## config.mk

```make
export PLATFORM = sky130hd
export DESIGN_NAME = mem_arbiter
export DESIGN_NICKNAME = d
export VERILOG_FILES = /design/src/rtl/mem_arbiter.sv
export SDC_FILE = /design/constraint.sdc
export NUM_CORES = 1
export LEC_CHECK = 0
export CORE_MARGIN = 8
export CORE_UTILIZATION = 28
export CTS_CLUSTER_SIZE = 10
export DETAILED_ROUTE_END_ITERATION = 10
export PLACE_DENSITY_LB_ADDON = 0.1
export SETUP_SLACK_MARGIN = 0.3
export SYNTH_ARGS = -nofsm -noshare
export SYNTH_HDL_FRONTEND = slang
export SYNTH_SLANG_ARGS = --single-unit
```

## constraint.sdc

```tcl
create_clock -name clk -period 4.2 [get_ports clk]
set_input_delay 0.84 -clock clk [delete_from_list [all_inputs] [get_ports clk]]
set_output_delay 0.84 -clock clk [all_outputs]
set_load 0.005 [all_outputs]
```

## src/rtl/mem_arbiter.sv

```systemverilog
// Two-master arbiter for a single-port memory with a 1-cycle registered read.
// Grant is combinational (zero latency). A bounded-burst round-robin rule
// keeps either master from starving the other. Read-valid is registered and
// routed back to the master that issued the read.
module mem_arbiter #(
  parameter int AWIDTH    = 16,
  parameter int DWIDTH    = 16,
  parameter int BURST_MAX = 4
) (
  input  logic              clk,
  input  logic              rst,
  input  logic              m0_re,
  input  logic              m0_we,
  input  logic [AWIDTH-2:0] m0_addr,
  input  logic [DWIDTH-1:0] m0_wdata,
  output logic              m0_wait,
  output logic              m0_rvalid,
  input  logic              m1_re,
  input  logic              m1_we,
  input  logic [AWIDTH-2:0] m1_addr,
  input  logic [DWIDTH-1:0] m1_wdata,
  output logic              m1_wait,
  output logic              m1_rvalid,
  output logic [DWIDTH-1:0] rdata,
  output logic              mem_re,
  output logic              mem_we,
  output logic [AWIDTH-2:0] mem_addr,
  output logic [DWIDTH-1:0] mem_wdata,
  input  logic [DWIDTH-1:0] mem_rdata
);

  localparam int CW = $clog2(BURST_MAX) + 1;
  localparam logic [CW-1:0] BMAX = CW'(BURST_MAX);

  typedef enum logic [1:0] {IDLE, OWN0, OWN1} state_t;

  state_t        state_q;
  logic          owner_q;
  logic [CW-1:0] cnt_q;
  logic          m0_rvalid_q;
  logic          m1_rvalid_q;

  logic req0, req1;
  logic grant0, grant1;

  assign req0 = m0_re | m0_we;
  assign req1 = m1_re | m1_we;

  // Grant selection: a lone requester wins; on contention the owner keeps the
  // memory until its burst budget is spent. Nothing is granted while in reset.
  always_comb begin
    grant0 = 1'b0;
    grant1 = 1'b0;
    if (rst) begin
      if (req0 && req1) begin
        if (cnt_q < BMAX) begin
          grant0 = ~owner_q;
          grant1 = owner_q;
        end else begin
          grant0 = owner_q;
          grant1 = ~owner_q;
        end
      end else begin
        grant0 = req0;
        grant1 = req1;
      end
    end
  end

  // Memory port mux; a simultaneous re+we is treated as a write only.
  always_comb begin
    mem_re    = 1'b0;
    mem_we    = 1'b0;
    mem_addr  = m0_addr;
    mem_wdata = m0_wdata;
    if (grant1) begin
      mem_re    = m1_re & ~m1_we;
      mem_we    = m1_we;
      mem_addr  = m1_addr;
      mem_wdata = m1_wdata;
    end else if (grant0) begin
      mem_re = m0_re & ~m0_we;
      mem_we = m0_we;
    end
  end

  assign m0_wait   = req0 & ~grant0;
  assign m1_wait   = req1 & ~grant1;
  assign m0_rvalid = m0_rvalid_q;
  assign m1_rvalid = m1_rvalid_q;
  assign rdata     = mem_rdata;

  // Ownership FSM, burst counter and read-return tracking.
  always_ff @(posedge clk or negedge rst) begin
    if (!rst) begin
      state_q     <= IDLE;
      owner_q     <= 1'b0;
      cnt_q       <= '0;
      m0_rvalid_q <= 1'b0;
      m1_rvalid_q <= 1'b0;
    end else begin
      m0_rvalid_q <= grant0 & m0_re & ~m0_we;
      m1_rvalid_q <= grant1 & m1_re & ~m1_we;
      if (!(grant0 || grant1)) begin
        state_q <= IDLE;
        cnt_q   <= '0;
      end else if ((grant1 == owner_q) && (state_q != IDLE)) begin
        if (cnt_q != BMAX) cnt_q <= cnt_q + CW'(1);
      end else begin
        cnt_q   <= CW'(1);
        owner_q <= grant1;
        state_q <= grant1 ? OWN1 : OWN0;
      end
    end
  end

endmodule

```

Yosys cells after proc, flatten, opt, wreduce, memory -nomap -nowiden
Cells that the tools add are included.
W data, S select, Z words.
{ "totals": {"out_inout_bits": 53, "regBits": 8, "input_bits": 84, "elab_cells": 50} }
{ "classes": {"eq_ne": 4, "n_addsub": 1, "n_lt_le_gt_ge": 1, "muxes": 18, "reduce_logical": 5, "bitwise": 16} }
{ "ops": {"columns": ["cell", "count"], "rows": [
  ["$mux W16", 1],
  ["$mux W15", 1],
  ["$mux W1", 10],
  ["$mux W3", 3],
  ["$and A1 B1 Y1", 8],
  ["$mux W2", 3],
  ["$not A1 Y1", 6],
  ["$add A3 B1 Y3 const B", 1],
  ["$lt A3 B3 Y1 const B", 1],
  ["$ne A3 B2 Y1 const B", 1],
  ["$ne A3 B3 Y1 const B", 1],
  ["$logic_and A1 B1 Y1", 2],
  ["$ne A2 B2 Y1 const B", 1],
  ["$or A1 B1 Y1", 2],
  ["$reduce_and A2 Y1", 1],
  ["$reduce_bool A2 Y1", 1],
  ["$eq A1 B1 Y1", 1],
  ["$logic_or A1 B1 Y1", 1]
]} }

Logic depth before layout (Yosys ltp)
{ "depth": {"depth_word": 8, "ltp_mapped": 6, "mapped_depth_nobuf": 5} }

Least setup slack after synthesis
Ideal clock, no wire load.
{ "synth_path": {"path_kind": "input -> output", "startpoint": "in m0_we", "endpoint": "out mem_wdata[10]", "path_slack_ps": 1628, "cell_stages": 4, "n_path_buf": 1, "arrival_time_ps": 1732, "t_required_ps": 3360, "cell_sequence": "nor2_1 o21ai_4 buf_6 mux2_2"} }
{ "synth_via": {"elab_chain_len": 5} }
{ "synth_rtl": {"columns": ["item", "line_no", "text"], "rows": [
  ["start: declaration", "13", "input logic m0_we,"],
  ["$or A1 B1 Y1", "46", "assign req0 = m0_re | m0_we;"],
  ["$logic_and A1 B1 Y1", "55", "if (req0 && req1) begin"],
  ["$mux W1", "55", null],
  ["$mux W1", "54", "if (rst) begin"],
  ["$mux W16", "76", "if (grant1) begin"],
  ["end: declaration", "28", "output logic [DWIDTH-1:0] mem_wdata,"]
]} }
No other way between the ends.

Worst setup path in the final report
{ "layout_path": {"startpoint": "in m0_we", "endpoint": "out mem_re"} }
{ "layout_via": {"elab_chain_len": 6, "word_cells_on_any_way": 10, "classes_between": "6 x mux; 3 x bitwise; 1 x reduce/logical"} }
{ "layout_rtl": {"columns": ["item", "line_no", "text"], "rows": [
  ["$or A1 B1 Y1", "46", null],
  ["$logic_and A1 B1 Y1", "55", null],
  ["$mux W1", "55", null],
  ["$mux W1", "54", null],
  ["$mux W1", "81", "end else if (grant0) begin"],
  ["$mux W1 (*)", "76", null],
  ["end: declaration", "25", "output logic mem_re,"]
]} }
Mark *: on every way between the ends. The rest lies on a longest branch, timed or not.

==> run_results.csv <==
group,metric,value,unit
outcome,outcome,"finished clean",
sta,timing.hold.ws,0.576,ns
routing,drt-total-wl,4650,um
setup_path,timing.rr.start,"cnt_q[2]",
clock_network,postCtsSetupRepairBufs,0,
setup_path,cp.required,3.36,ns
layout,final_cells,244,
routing,postRouteAntennaNets,0,
grt,grt_util_all_layers,0.141,
synthesis,synth-seq-cells,8,
synthesis,synth_edf_count,0,
synthesis,synthCells,106,
sta,tightest_slew,0.427,ns
sta,fin_crit_sh,0.884,
synthesis,synth_top_flop_cell,"dfrtp_1",
setup_path,cp_max_fo,6,
setup_path,worstPathArrival,2.87,ns
synthesis,ys_seq_area_frac,0.183,
synthesis,synth-async-reset-ratio,1.00,
clock_network,cts_hold_buffers,0,
routing,drt-initial-drc-count,15,
setup_path,cp_slowest_stage_delay,0.48,ns
synthesis,syn_nets,192,
synthesis,yosysWarnings,0,
placed_design,hpwlAfterDp,4010,um
die,core,3720,um2
synthesis,yosysTopAreaCellShare,0.275,
die,initial_utilization,0.294,
clock_network,clock_sinks,8,
routing,first_pass_iters,4,
grt,grt_use_met2,0.257,
synthesis,synth_top_cell_by_area,"mux2_4",
min_path,hold_depth,2,
layout,syn2layout_area_growth,92.1,%
setup_path,reg2reg_depth,4,
placed_design,placed_cells,241,
setup_path,cp-start-kind,"input pin",
power_and_ir_drop,power.leakage,0.000897,uW
setup_path,crit_end,"mem_re",
synthesis,yosys-top-cells-area,"mux2_4 (28%), dfrtp_1 (18%), mux2_2 (11%)",
die,placement_rows,22,
clock_network,cts_buffers,3,
clock_network,cts_tree,"done",
setup_path,r2r_setup_slack,2.85,ns
run,cap_violations,0,
grt,grt_pass1_wl,7040,um
sta,fmax,0.269,GHz
grt,antenna_found_initial,0,
layout,drive_gt1_frac,0.219,
sta,setup_viol,0,
setup_path,path_class,"input pin to primary output",
sta,hold_viol,0,
die,ios,137,
sta,rsz0062_at_grt,"no",
synthesis,syn_area,1090,um2
grt,met3_usage,0.0558,
clock_network,insertion_delay,0.23,ns
sta,final.setup_skew,0.00330,ns
routing,avgViaCountPerCell,4.73,
setup_path,critPathMostFrequentCell,"clkdlybuf4s50_1",
setup_path,path_cells,"clkdlybuf4s50_1 -> o21ai_0 -> a21oi_1 -> buf_4 -> and3b_1 -> or2_1 -> clkdlybuf4s50_1",
synthesis,syn_area_per_cell,10.3,um2
routing,drc,0,
grt,grt_pass1_vias,1238,
power_and_ir_drop,p_per_area,288,nW/um2
grt,grt-ovfl-total,0,
sta,finalSetupTns,0,ns
clock_network,clockBufferDepth,2,
placed_design,port_buffers,104,
setup_path,worstSetupEndpointType,"primary output",
setup_path,slowest_stage,"clkdlybuf4s50_1",
synthesis,ys_types,29,
sta,slew_headroom,0.712,
routing,num_vias,1153,
power_and_ir_drop,peakVddDrop,155,uV
min_path,min_path_type,"flip-flop to flip-flop",
setup_path,rr_endpoint,"state_q[1]",
layout,final_cell_area,2100,um2
layout,layout.nets,284,
setup_path,cp-startpoint,"m0_we",
grt,grt.busiest_layer,"met2",
sta,finalCriticalPeriod,3.71,ns
grt,met1_usage,0.138,
die,die_area,6150,um2
synthesis,synth_common_cells,"mux2_4 (20), buf_4 (16), mux2_2 (11)",
placed_design,gp_congestion,0.931,
clock_network,cts_resized,0,
sta,slew_violations,0,
clock_network,path_clk_slew,0.04,ns
synthesis,yosysMostFrequentCell,"mux2_4",
placed_design,placed_area,2050,um2
routing,routedWlPerCell,19.0,um
layout,n_antenna_cell,0,
die,fp.dieH,78.4,um
grt,grt_max_degree,34,
clock_network,cts_htree_levels,1,
clock_network,root_buffer,"clkbuf_8",
die,fp.dieW,78.4,um
[where the power goes]
group / leakage, uW / switching (uW) / internal (uW)
Sequential: 0.000104 / 27.6 / 98.4
Clock: 0.0000216 / 29.0 / 62.0
Combinational: 0.000771 / 131 / 255
Total: 0.000897 / 188 / 415
[cells in the final DEF, fill, tap and decap left out]
master,count
nor2b_1,1
nand2_1,5
a21boi_1,1
a211oi_1,1
buf_12,1
o21ai_4,1
nor3b_1,1
mux2_4,20
nor2_1,5
a21bo_2,1
inv_1,4
dfrtp_1,8
nor3_1,5
xnor2_1,1
o22ai_1,2
ha_1,2
clkdlybuf4s50_1,104
mux2_2,11
o21ai_0,4
a21oi_1,3
xor2_2,1
buf_4,2
or2_1,1
and2_2,1
o32ai_1,1
clkbuf_8,3
and3b_1,1
nand3_1,1
or2_2,2
o21a_1,2
[critical path: cells and delay by family]
kind / cells / cell delay [ns]
buffers and inverters: 3 / 1.12
AOI/OAI and AO/OA: 2 / 0.48
and+or+nand+nor: 2 / 0.43
[worst min path at each step]
stage / startpoint / to / slack (ns)
2_1_floorplan: cnt_q[1] / cnt_q[1] / 0.53
3_5_place_dp: cnt_q[1] / cnt_q[1] / 0.57
3_3_place_gp: cnt_q[1] / cnt_q[1] / 0.54
5_1_grt: cnt_q[1] / cnt_q[1] / 0.63
4_1_cts: cnt_q[1] / cnt_q[1] / 0.58
6_report: cnt_q[1] / cnt_q[1] / 0.58
[per-stage QoR]
stage	utilization	setup WS, ns	total power [uW]
after floorplan	-	1.63	328
after global placement	0.553	0.553	505
after detailed placement	0.553	0.486	515
after CTS	0.564	0.484	611
after global routing	0.564	0.323	645
final	0.564	0.489	603
[logic make-up after synthesis]
family / synth area share
fa+ha+maj: 0.0229
flops: 0.183
mux: 0.389
compound gates: 0.103
simple gates: 0.107
xor+xnor: 0.0229
buf+inv: 0.172
[registers in the layout, indices dropped and copies added (netlist names)]
name and flops:
cnt_q 3, m0_rvalid 1, m1_rvalid 1, owner_q 1, state_q 2
[area by class of cell]
cell class,count,area (um2)
repair buffers,107,1080
clock buffers,3,41.3
well taps,48,60.1
multi-input cells,74,703
flip-flops and latches,8,200
inverters,4,15.0
fillers,332,1620
[layer usage]
metal	vias up	part of all wire
li1	536	-
met1	524	0.34
met2	73	0.51
met3	20	0.13
met4	0	0.020
met5	-	0
(Power assumes the default switching activity.)
